<file path="src/rtl/mul_seq_pkg.sv">
// Shared definitions for the s1269 multiply front-end: sequencer states and
// the INS opcode set used by this block and the datapath bench.
package mul_seq_pkg;

    typedef enum logic [2:0] {
        IDLE,
        LD_DR,
        LD_MQ,
        LD_ACC,
        EXEC,
        RD_ACC,
        RD_MQ,
        RESP
    } seq_state_t;

    localparam logic [2:0] INS_NOP = 3'd0;
    localparam logic [2:0] INS_MUL = 3'd1;
    localparam logic [2:0] INS_MAC = 3'd2;
    localparam logic [2:0] INS_SHL = 3'd3;
    localparam logic [2:0] INS_SHR = 3'd4;
    localparam logic [2:0] INS_ADD = 3'd5;
    localparam logic [2:0] INS_SUB = 3'd6;
    localparam logic [2:0] INS_CLR = 3'd7;

endpackage

</file>
<file path="src/rtl/mul_bus_sequencer.sv">
// Command front-end for the s1269 shift/add multiplier: loads DR/MQ/Acc,
// runs INS until RDY (or timeout), reads Acc/MQ back and returns the result.
module mul_bus_sequencer
    import mul_seq_pkg::*;
#(
    parameter int TIMEOUT  = 64,
    parameter int EXEC_MIN = 2,
    parameter int CW       = 7
) (
    input  logic       clock,
    input  logic       reset_n,
    input  logic       cmd_valid,
    output logic       cmd_ready,
    input  logic [2:0] cmd_op,
    input  logic [7:0] cmd_a,
    input  logic [7:0] cmd_b,
    input  logic [7:0] cmd_acc,
    input  logic       cmd_ld_acc,
    output logic       rsp_valid,
    input  logic       rsp_ready,
    output logic [7:0] rsp_hi,
    output logic [7:0] rsp_lo,
    output logic       rsp_err,
    output logic       busy,
    output logic [2:0] INS,
    output logic       LDAcc,
    output logic       LDMQ,
    output logic       LDDR,
    output logic       STAcc,
    output logic       STMQ,
    output logic       STDR,
    output logic       TESTMODE,
    output logic [7:0] inBUS,
    input  logic [7:0] outBUS,
    input  logic       RDY
);

    localparam logic [CW-1:0] EXEC_MIN_C = CW'(EXEC_MIN);
    localparam logic [CW-1:0] EXEC_LAST  = CW'(TIMEOUT - 1);

    seq_state_t    state;
    seq_state_t    state_next;
    logic [2:0]    op_q;
    logic [7:0]    a_q;
    logic [7:0]    acc_q;
    logic          ld_acc_q;
    logic [CW-1:0] cnt;
    logic          err_set;
    logic [7:0]    inbus_next;
    logic [2:0]    ins_next;

    assign cmd_ready = (state == IDLE);
    assign busy      = (state != IDLE);
    assign TESTMODE  = 1'b0;

    always_comb begin
        state_next = state;
        err_set    = 1'b0;
        case (state)
            IDLE:    if (cmd_valid) state_next = LD_DR;
            LD_DR:   state_next = LD_MQ;
            LD_MQ:   state_next = ld_acc_q ? LD_ACC : EXEC;
            LD_ACC:  state_next = EXEC;
            EXEC: begin
                // RDY is only trusted once the stale idle level has been masked
                if (RDY && (cnt >= EXEC_MIN_C)) begin
                    state_next = RD_ACC;
                end else if (cnt == EXEC_LAST) begin
                    state_next = RD_ACC;
                    err_set    = 1'b1;
                end
            end
            RD_ACC:  state_next = RD_MQ;
            RD_MQ:   state_next = RESP;
            RESP:    if (rsp_ready) state_next = IDLE;
            default: state_next = IDLE;
        endcase
    end

    // Datapath outputs are registered from the next state so they line up
    // exactly with the cycle spent in the corresponding state.
    always_comb begin
        inbus_next = '0;
        ins_next   = INS_NOP;
        case (state_next)
            LD_DR:   inbus_next = cmd_b;
            LD_MQ:   inbus_next = a_q;
            LD_ACC:  inbus_next = acc_q;
            EXEC:    ins_next   = op_q;
            default: ;
        endcase
    end

    always_ff @(posedge clock or negedge reset_n) begin
        if (!reset_n) begin
            state    <= IDLE;
            op_q     <= '0;
            a_q      <= '0;
            acc_q    <= '0;
            ld_acc_q <= 1'b0;
            cnt      <= '0;
            rsp_err  <= 1'b0;
            rsp_hi   <= '0;
            rsp_lo   <= '0;
            rsp_valid <= 1'b0;
            INS      <= INS_NOP;
            inBUS    <= '0;
            LDDR     <= 1'b0;
            LDMQ     <= 1'b0;
            LDAcc    <= 1'b0;
            STAcc    <= 1'b0;
            STMQ     <= 1'b0;
            STDR     <= 1'b0;
        end else begin
            state <= state_next;
            if (state == IDLE && cmd_valid) begin
                op_q     <= cmd_op;
                a_q      <= cmd_a;
                acc_q    <= cmd_acc;
                ld_acc_q <= cmd_ld_acc;
            end
            cnt <= (state == EXEC && state_next == EXEC) ? cnt + 1'b1 : '0;
            if (err_set) begin
                rsp_err <= 1'b1;
            end else if (state == RESP && rsp_ready) begin
                rsp_err <= 1'b0;
            end
            if (state == RD_ACC) rsp_hi <= outBUS;
            if (state == RD_MQ)  rsp_lo <= outBUS;
            rsp_valid <= (state_next == RESP);
            INS       <= ins_next;
            inBUS     <= inbus_next;
            LDDR      <= (state_next == LD_DR);
            LDMQ      <= (state_next == LD_MQ);
            LDAcc     <= (state_next == LD_ACC);
            STAcc     <= (state_next == RD_ACC);
            STMQ      <= (state_next == RD_MQ);
            STDR      <= 1'b0;
        end
    end

endmodule

</file>
<file path="config.mk">
export PLATFORM = sky130hd
export DESIGN_NAME = mul_bus_sequencer
export DESIGN_NICKNAME = d
export VERILOG_FILES = /design/src/rtl/mul_seq_pkg.sv /design/src/rtl/mul_bus_sequencer.sv
export SDC_FILE = /design/constraint.sdc
export NUM_CORES = 1
export LEC_CHECK = 0
export CAP_MARGIN = 5
export CORE_ASPECT_RATIO = 1.5
export CORE_MARGIN = 8
export CORE_UTILIZATION = 50
export DETAILED_ROUTE_END_ITERATION = 6
export GPL_TIMING_DRIVEN = 1
export PLACE_DENSITY_LB_ADDON = 0.3
export RECOVER_POWER = 50
export SYNTH_ARGS = -nofsm -noshare
export SYNTH_HDL_FRONTEND = slang
export SYNTH_SLANG_ARGS = --single-unit
</file>
<file path="constraint.sdc">
create_clock -name clock -period 4.9 [get_ports clock]
set_clock_uncertainty 0.15 [all_clocks]
set_input_delay 0.98 -clock clock [delete_from_list [all_inputs] [get_ports clock]]
set_output_delay 0.98 -clock clock [all_outputs]
set_load 0.02 [all_outputs]
</file>
## Word-level counts from Yosys, hierarchy flattened

Cells that the tools add are included.

- Register bits after elaboration: 64
- Input bits: 41

- $add $sub $neg: 1
- Magnitude comparators: 1
- Equality and inequality tests: 15
- Muxes and demuxes: 14
- Reductions and logical operators: 7

Operator list:

| kind | count |
|---|---|
| 3-bit equality test (second input constant) | 8 |
| 3-bit one-hot mux with 8 select lines | 1 |
| 8-bit one-hot mux with 3 select lines | 1 |
| 3-bit 2-to-1 mux | 6 |
| 3-bit by 2-bit equality test with 1-bit output (second input constant) | 4 |
| 7-bit by 1-bit adder with 7-bit output (second input constant) | 1 |
| 7-bit by 6-bit equality test with 1-bit output (second input constant) | 1 |
| 7-bit by 2-bit greater-or-equal comparator with 1-bit output (second input constant) | 1 |
| 7-bit 2-to-1 mux | 1 |
| 3-bit by 1-bit equality test with 1-bit output (second input constant) | 2 |
| 1-bit 2-to-1 mux | 5 |
| 1-bit logical AND | 4 |
| 3-bit logical NOT | 1 |
| 3-bit nonzero test | 1 |
| 2-bit nonzero test | 1 |

## Depth between registers and ports, before layout

Gate-level depths: netlist of run 1.

- Depth in word-level cells: 7
- Mapped depth: 8

## Worst setup path after synthesis of run 1

OpenSTA, ideal clock, no wires.

- Path kind: reg-to-output
- From: register state[1]
- To: output port cmd_ready
- Data arrival time: 1019 ps
- Required time: 3770 ps
- Slack: 2751 ps
- Cell stages (with the launch flop): 4
- Path buffers: 1
- Path through: dfrtp_1 > clkbuf_2 > or3_4 > inv_2

- Word-level cells in the longest chain between the ends: 1

Ends and longest elaborated chain:

| what | RTL line | RTL |
|---|---|---|
| start: declaration | mul_bus_sequencer.sv:41 | `seq_state_t state;` |
| start signal: assignment | mul_bus_sequencer.sv:115 | `state <= state_next;` |
| 3-bit logical NOT | mul_bus_sequencer.sv:52 | `assign cmd_ready = (state == IDLE);` |
| end: declaration | mul_bus_sequencer.sv:13 | `output logic cmd_ready,` |

No other way between the ends.

## Final worst setup path of run 1

- From: input port cmd_valid
- To: register acc_q[6]

- Word-level cells in the longest chain between the ends: 1

Ends and longest elaborated chain:

| what | RTL line | RTL |
|---|---|---|
| start: declaration | mul_bus_sequencer.sv:12 | `input logic cmd_valid,` |
| 1-bit logical AND | mul_bus_sequencer.sv:116 | `if (state == IDLE && cmd_valid) begin` |
| end signal: assignment | mul_bus_sequencer.sv:119 | `acc_q <= cmd_acc;` |
| end: declaration | mul_bus_sequencer.sv:45 | `logic [7:0] acc_q;` |

No other way between the ends.
A chain may end at the register's enable or synchronous reset.

==> results.txt, run 1 <==
Post-CTS sizing - 0
Leakage - 1.594 nW
Cell taking the most area after synthesis - dfrtp_1
Min Tclk post-route - 3.078 ns
Clk sinks - 64
Post-Layout Inst Area - 3508 um^2
Final net count - 304
Data arrival, critical path - 3.14 ns
Global-route wire length before repair - 8804 um
WHS - 0.3320 ns
Total setup buffers inserted after CTS - 0
Total number of H-tree levels - 3
Cts hold-fix bufs - 0
DRC - 0
Max Freq - 0.3248 GHz
Ranking of synthesized cells by area - dfrtp_1, mux2_2, a222oi_1
Post-synthesis compound-gate area fraction - 0.05517
Inst Count DP - 318
Row cnt - 32
GR Overflow Total - 0
Top Metal Used - met4
Multi-input combinational cell area - 815.8 um^2
Vias in the first global route - 1,784
Register bit total from synthesis - 64
Routed vias - 1,680
Distinct cells, synth - 40
Register area - 1602 um^2
Met3 Wirelength - 434 um
DR WL met2 - 2715 um
Die area - 7664 um^2
Worst-path cell chain - clkdlybuf4s50_1 -> and2_0 -> mux2_2
DRT Pass-1 Iters - 4
Clk slew on worst S/H paths - 0.06 ns
Cell area after synthesis - 2540 um^2
WL final - 5308 um
Hold Vio Cnt, Final - 0
Xor/xnor share of the synthesized area - 0.01379
Initial antenna violation count - 0
Seq/Total Area, Yosys - 0.6305
Share of cells above drive strength 1 - 0.1880
Post-synth top area share - 0.6305
Most frequent cell after synthesis - dfrtp_1
CTS max path bufs - 2
Worst-Skew Late Latency - 0.33 ns
Commonest cells in the netlist - dfrtp_1, mux2_2, inv_1, nor2_1, a222oi_1
Clk root buf - clkbuf_8
TNS Setup - 0 ns
Avg Inst Size Synth - 13.96 um^2
Mux contribution to synthesized area - 0.1611
Starting DRT DRC Count - 102
WP data required - 4.97 ns
Asr flop ratio synth - 1.000
I/O pins - 79
Largest net degree at the start of global routing - 37
Synth Instances - 182
DP HPWL - 3961 um
CP peak stage delay - 1.24 ns
Status - finished, violations left
Area Growth Syn to Fin - 38.13%
Max VDD drop - 0.3210 mV
CP Max Fanout - 29
Failing checks - max-capacitance violations, max-slew violations
Fillers - 387
Period utilisation layout - 0.6283
CTS Buf Count - 9
Placer Congestion - 0.7653
Syn. warnings - 0
Final cell count without fillers - 334
Setup crit end kind - register
Slowest CP cell - and2_0
Final antenna diode count - 0
RSZ-0062 raised after global routing - false
Worst setup path class - input port to register
Max-cap violation count - 1
P per Cell Area - 588.9 nW/um^2
Synth Area in Adders - 0.009852
TritonCTS clock tree - done
DR vias/cell - 5.030
Die height - 103.3 um
Total track usage - 0.1570
Dpl cell area - 3318 um^2
Final setup vio count - 0
Slew Limit Fails - 30
Hold crit path type - register to register
Worst hold path depth - 2
Largest family of logic cells by synthesized area - multiplexers
Slew HR - -0.1096
Post-Synth Simple-Gate Area - 0.08128
M1 WL - 2052 um
Slew @ Worst Pin - 1.663 ns
PortBufs - 76
DRT antenna net count - 0
FF-to-FF path depth - 4
CORE AREA - 5005 um^2
Top_reg_cell synth - dfrtp_1
WL/cell - 15.89 um
EDFF count, synth - 0
Crit start category - input port
Die Width - 74.20 um
Initial Util - 0.5075
-- where the power goes --
group          internal [mW]  total, mW  switching (mW)
logic                  0.417      0.773           0.356
registers              0.731      0.846           0.115
clock network          0.261      0.447           0.186
-- kinds of logic (layout without fill, tap and decap cells) --
| logic type | Yosys count | count (layout) |
|---|---|---|
| buf+inv | 22 | 105 |
| flops | 64 | 64 |
| fa+ha+maj | 2 | 2 |
| simple gates | 37 | 37 |
| compound gates | 16 | 16 |
| mux | 36 | 36 |
| xor+xnor | 4 | 4 |
| other cells | 1 | 2 |
-- registers in the layout (all words and copies together), names as in the netlist --
name and flops:
INS 3, LDAcc 1, LDDR 1, LDMQ 1, STAcc 1, STMQ 1, a_q 8, acc_q 8
cnt 7, inBUS 8, ld_acc_q 1, op_q 3, rsp_err 1, rsp_hi 8, rsp_lo 8, rsp_valid 1
state 3
-- per-stage QoR --
| stage | setup WS, ns | power (mW) | utilization |
|---|---|---|---|
| 2_1_floorplan | 2.751 | 1.323 | - |
| 3_3_place_gp | 2.262 | 1.621 | 0.6630 |
| 6_report | 1.822 | 2.066 | 0.7010 |
| 5_1_grt | 1.605 | 2.189 | 0.7010 |
| 3_5_place_dp | 2.246 | 1.650 | 0.6630 |
| 4_1_cts | 1.866 | 2.102 | 0.7028 |
-- worst max-delay path: cells and delay by family --
family	cells	cell delay [ns]
simple gates	1	1.24
buf+inv	1	0.47
mux	1	0.45
-- cell usage in the layout (no fill, tap or decap), drive strengths merged --
master	n
clkdlybuf4s50	74
dfrtp	64
mux2	36
clkbuf	14
inv	12
nor2	11
a222oi	8
nand3	4
nand2	3
nor2b	3
xor2	3
or3	3
nor3	2
a21boi	2
and3	2
nand2b	2
or2	2
ha	2
conb	2
clkinv	2
nor4	1
and4b	1
o21ai	1
o211ai	1
o41ai	1
nand4	1
and2	1
nor3b	1
o32a	1
xnor2	1
a21oi	1
a22o	1
bufinv	1
dlygate4sd3	1
buf	1
-- layer usage --
metal / up-vias / global-route usage
li1: 794 / -
met1: 820 / 0.1684
met2: 59 / 0.2554
met3: 7 / 0.07143
met4: 0 / 0.07419
met5: - / 0
-- final timing paths --
path / from / to / slack [ns]
max in group asynchronous: reset_n / rsp_err$_DFFE_PN0P_ / 2.57
worst max register to register: state[0]$_DFF_PN0_ / acc_q[6]$_DFFE_PN0P_ / 2.00
worst min-delay path: acc_q[0]$_DFFE_PN0P_ / inBUS[0]$_DFF_PN0_ / 0.33
worst min register to register: acc_q[0]$_DFFE_PN0P_ / inBUS[0]$_DFF_PN0_ / 0.33
worst max-delay path: cmd_valid / acc_q[6]$_DFFE_PN0P_ / 1.82
min in group asynchronous: reset_n / rsp_lo[7]$_DFFE_PN0P_ / 0.84
-- final cells by class --
type                       count  area share
clock buffer                  13     0.04529
clock inverter                 3     0.01141
inverter                      12     0.01284
multi-input combinational     97      0.2325
sequential                    64      0.4565
tap                           68     0.02425
timing repair buffer          77      0.2172
Power figures use the tool's default switching activity.
==> run 2, diff against run 1 <==
- CORE_UTILIZATION: 50 -> 46
- clock period: 4.9 -> 3.2 ns (I/O delays scaled with it)
==> run 2 against run 1 <==
Effect of this change:
- design area increased by 0.54%
- cell count increased by 0.60%
- clock-buffer cell count increased by 1
- the flow still finishes with violations (max-capacitance violations, max-slew violations)
- largest cell class unchanged
- critical path depth unchanged
==> results.txt, run 2 (same netlist as run 1, synthesis figures left out) <==
Status - finished, violations left
Failing checks - max-capacitance violations, max-slew violations
DRT Pass-1 Iters - 5 (+1)
Buf+Inv Stages, Crit Path - 2 (+1)
Total track usage - 0.1419 (-0.01514)
CP Max Fanout - 9 (-69%)
GR Overflow Total - 0 (unchanged)
I/O pins - 79 (unchanged)
Die area - 8204 um^2 (+7.1%)
Crit start category - register
Slew HR - -0.07378 (+0.03580)
Hold Vio Cnt, Final - 0 (unchanged)
Worst-Skew Late Latency - 0.34 ns (about the same)
Worst-path cell chain - or3_4 -> inv_2 -> clkdlybuf4s50_1
Top Metal Used - met4
Cts hold-fix bufs - 0 (unchanged)
Most frequent cells in the layout - clkdlybuf4s50_1, dfrtp_1, mux2_2
WL/cell - 16.13 um (+1.5%)
Max-cap violation count - 1 (unchanged)
Largest net degree at the start of global routing - 35 (-5.4%)
Total setup buffers inserted after CTS - 0 (unchanged)
Final setup vio count - 0 (unchanged)
CTS max path bufs - 2 (unchanged)
RSZ-0062 raised after global routing - false
Most common cell after layout, fill and taps aside - clkdlybuf4s50_1
DP HPWL - 4028 um (+1.7%)
Area Growth Syn to Fin - 38.87%
DR WL met2 - 2730 um (+0.55%)
Total number of H-tree levels - 3 (unchanged)
Hold crit path type - register to register
Die Width - 76.67 um (+3.3%)
Critical path's top delay family - buffers and inverters
Slowest CP cell - clkdlybuf4s50_1
Setup crit end kind - output port
Data arrival, critical path - 1.89 ns (-1.25 ns)
Worst hold path depth - 1 (-1)
Row cnt - 33 (+3.1%)
Placer Congestion - 0.7221 (-5.6%)
Routed vias - 1,721 (+2.4%)
Share of cells above drive strength 1 - 0.1955 (+0.007519)
Final antenna diode count - 0 (unchanged)
Leakage - 1.603 nW (+0.61%)
PortBufs - 76 (unchanged)
CTS Buf Count - 9 (unchanged)
Met3 Wirelength - 407 um (-6.2%)
Vias in the first global route - 1,871 (+4.9%)
Global-route wire length before repair - 9163 um (+4.1%)
CP peak stage delay - 0.60 ns (-0.64 ns)
Die height - 107.0 um (+3.6%)
Initial antenna violation count - 0 (unchanged)
Min Tclk post-route - 2.680 ns
Clk root buf - clkbuf_8
FF-to-FF path depth - 4 (unchanged)
Initial Util - 0.4696 (-0.03792)
Clk slew on worst S/H paths - 0.07 ns (about the same)
TNS Setup - 0 ns (unchanged)
DRC - 0 (unchanged)
Final cell count without fillers - 336 (+0.60%)
P per Cell Area - 912.9 nW/um^2 (+55%)
WP data required - 2.41 ns (-2.56 ns)
CP Depth - 3 (unchanged)
Period utilisation layout - 0.8375
Post-CTS sizing - 0 (unchanged)
WL final - 5421 um (+2.1%)
Inst Count DP - 320 (+0.63%)
Max Freq - 0.3731 GHz
Max VDD drop - 0.4525 mV (+41%)
TritonCTS clock tree - done
DRT antenna net count - 0 (unchanged)
M1 WL - 2183 um (+6.4%)
CORE AREA - 5409 um^2 (+8.1%)
Final net count - 304 (unchanged)
Starting DRT DRC Count - 124 (+22%)
Slew @ Worst Pin - 1.611 ns (-0.05276 ns)
Clk sinks - 64 (unchanged)
DR vias/cell - 5.122 (+1.8%)
Worst setup path class - register to output port
Slew Limit Fails - 32 (+6.7%)
## run 2: changes by cell type in the layout (fill, tap and decap cells not counted)
cell / change
clkbuf_2: +1
and2_1: +1
clkbuf_1: -1
clkbuf_8: +2
mux2_2: +1
and2_0: -1
mux2_1: -1
buf_4: -1
clkinv_2: -1
## run 2: final timing paths
check | startpoint | end | slack (ns)
worst max-delay path | state[0]$_DFF_PN0_ | cmd_ready | 0.52
worst min-delay path | op_q[2]$_DFFE_PN0P_ | INS[2]$_DFF_PN0_ | 0.33
worst max register to register | state[0]$_DFF_PN0_ | a_q[2]$_DFFE_PN0P_ | 0.64
worst min register to register | op_q[2]$_DFFE_PN0P_ | INS[2]$_DFF_PN0_ | 0.33
max in group asynchronous | reset_n | op_q[0]$_DFFE_PN0P_ | 0.78
min in group asynchronous | reset_n | rsp_hi[7]$_DFFE_PN0P_ | 0.55
## run 2: power breakdown
| part | internal, mW | switching [mW] | total [mW] |
|---|---|---|---|
| clock | 0.444 | 0.290 | 0.734 |
| sequential | 1.12 | 0.180 | 1.30 |
| combinational | 0.639 | 0.547 | 1.19 |
| total | 2.20 | 1.02 | 3.22 |
## run 2: cell type report
type	count	area, um^2
fill	407	1882
sequential	64	1602
multi-input combinational	97	815.8
timing repair buffer	77	759.5
clock buffer	14	182.7
tap	70	87.58
inverter	12	45.04
clock inverter	2	35.03
## run 2: stage by stage
stage | hold WS, ns | utilization | total power [mW] | instance area (um^2) | setup WS [ns]
6_report | 0.3278 | 0.6521 | 3.220 | 3527 | 0.5200
5_1_grt | 0.3731 | 0.6521 | 3.416 | 3527 | 0.3382
3_3_place_gp | 0.3157 | 0.6162 | 2.488 | 3333 | 0.9058
2_1_floorplan | 0.1944 | - | 2.025 | 2544 | 1.214
3_5_place_dp | 0.3213 | 0.6162 | 2.530 | 3333 | 0.8783
4_1_cts | 0.2088 | 0.6565 | 3.268 | 3551 | 0.4954
## run 2: per-layer routing
metal  global-route usage  vias up
met1               0.1527      862
li1                     -      791
met5                    0        -
met2               0.2291       60
met3              0.06700        8
met4              0.07044        0
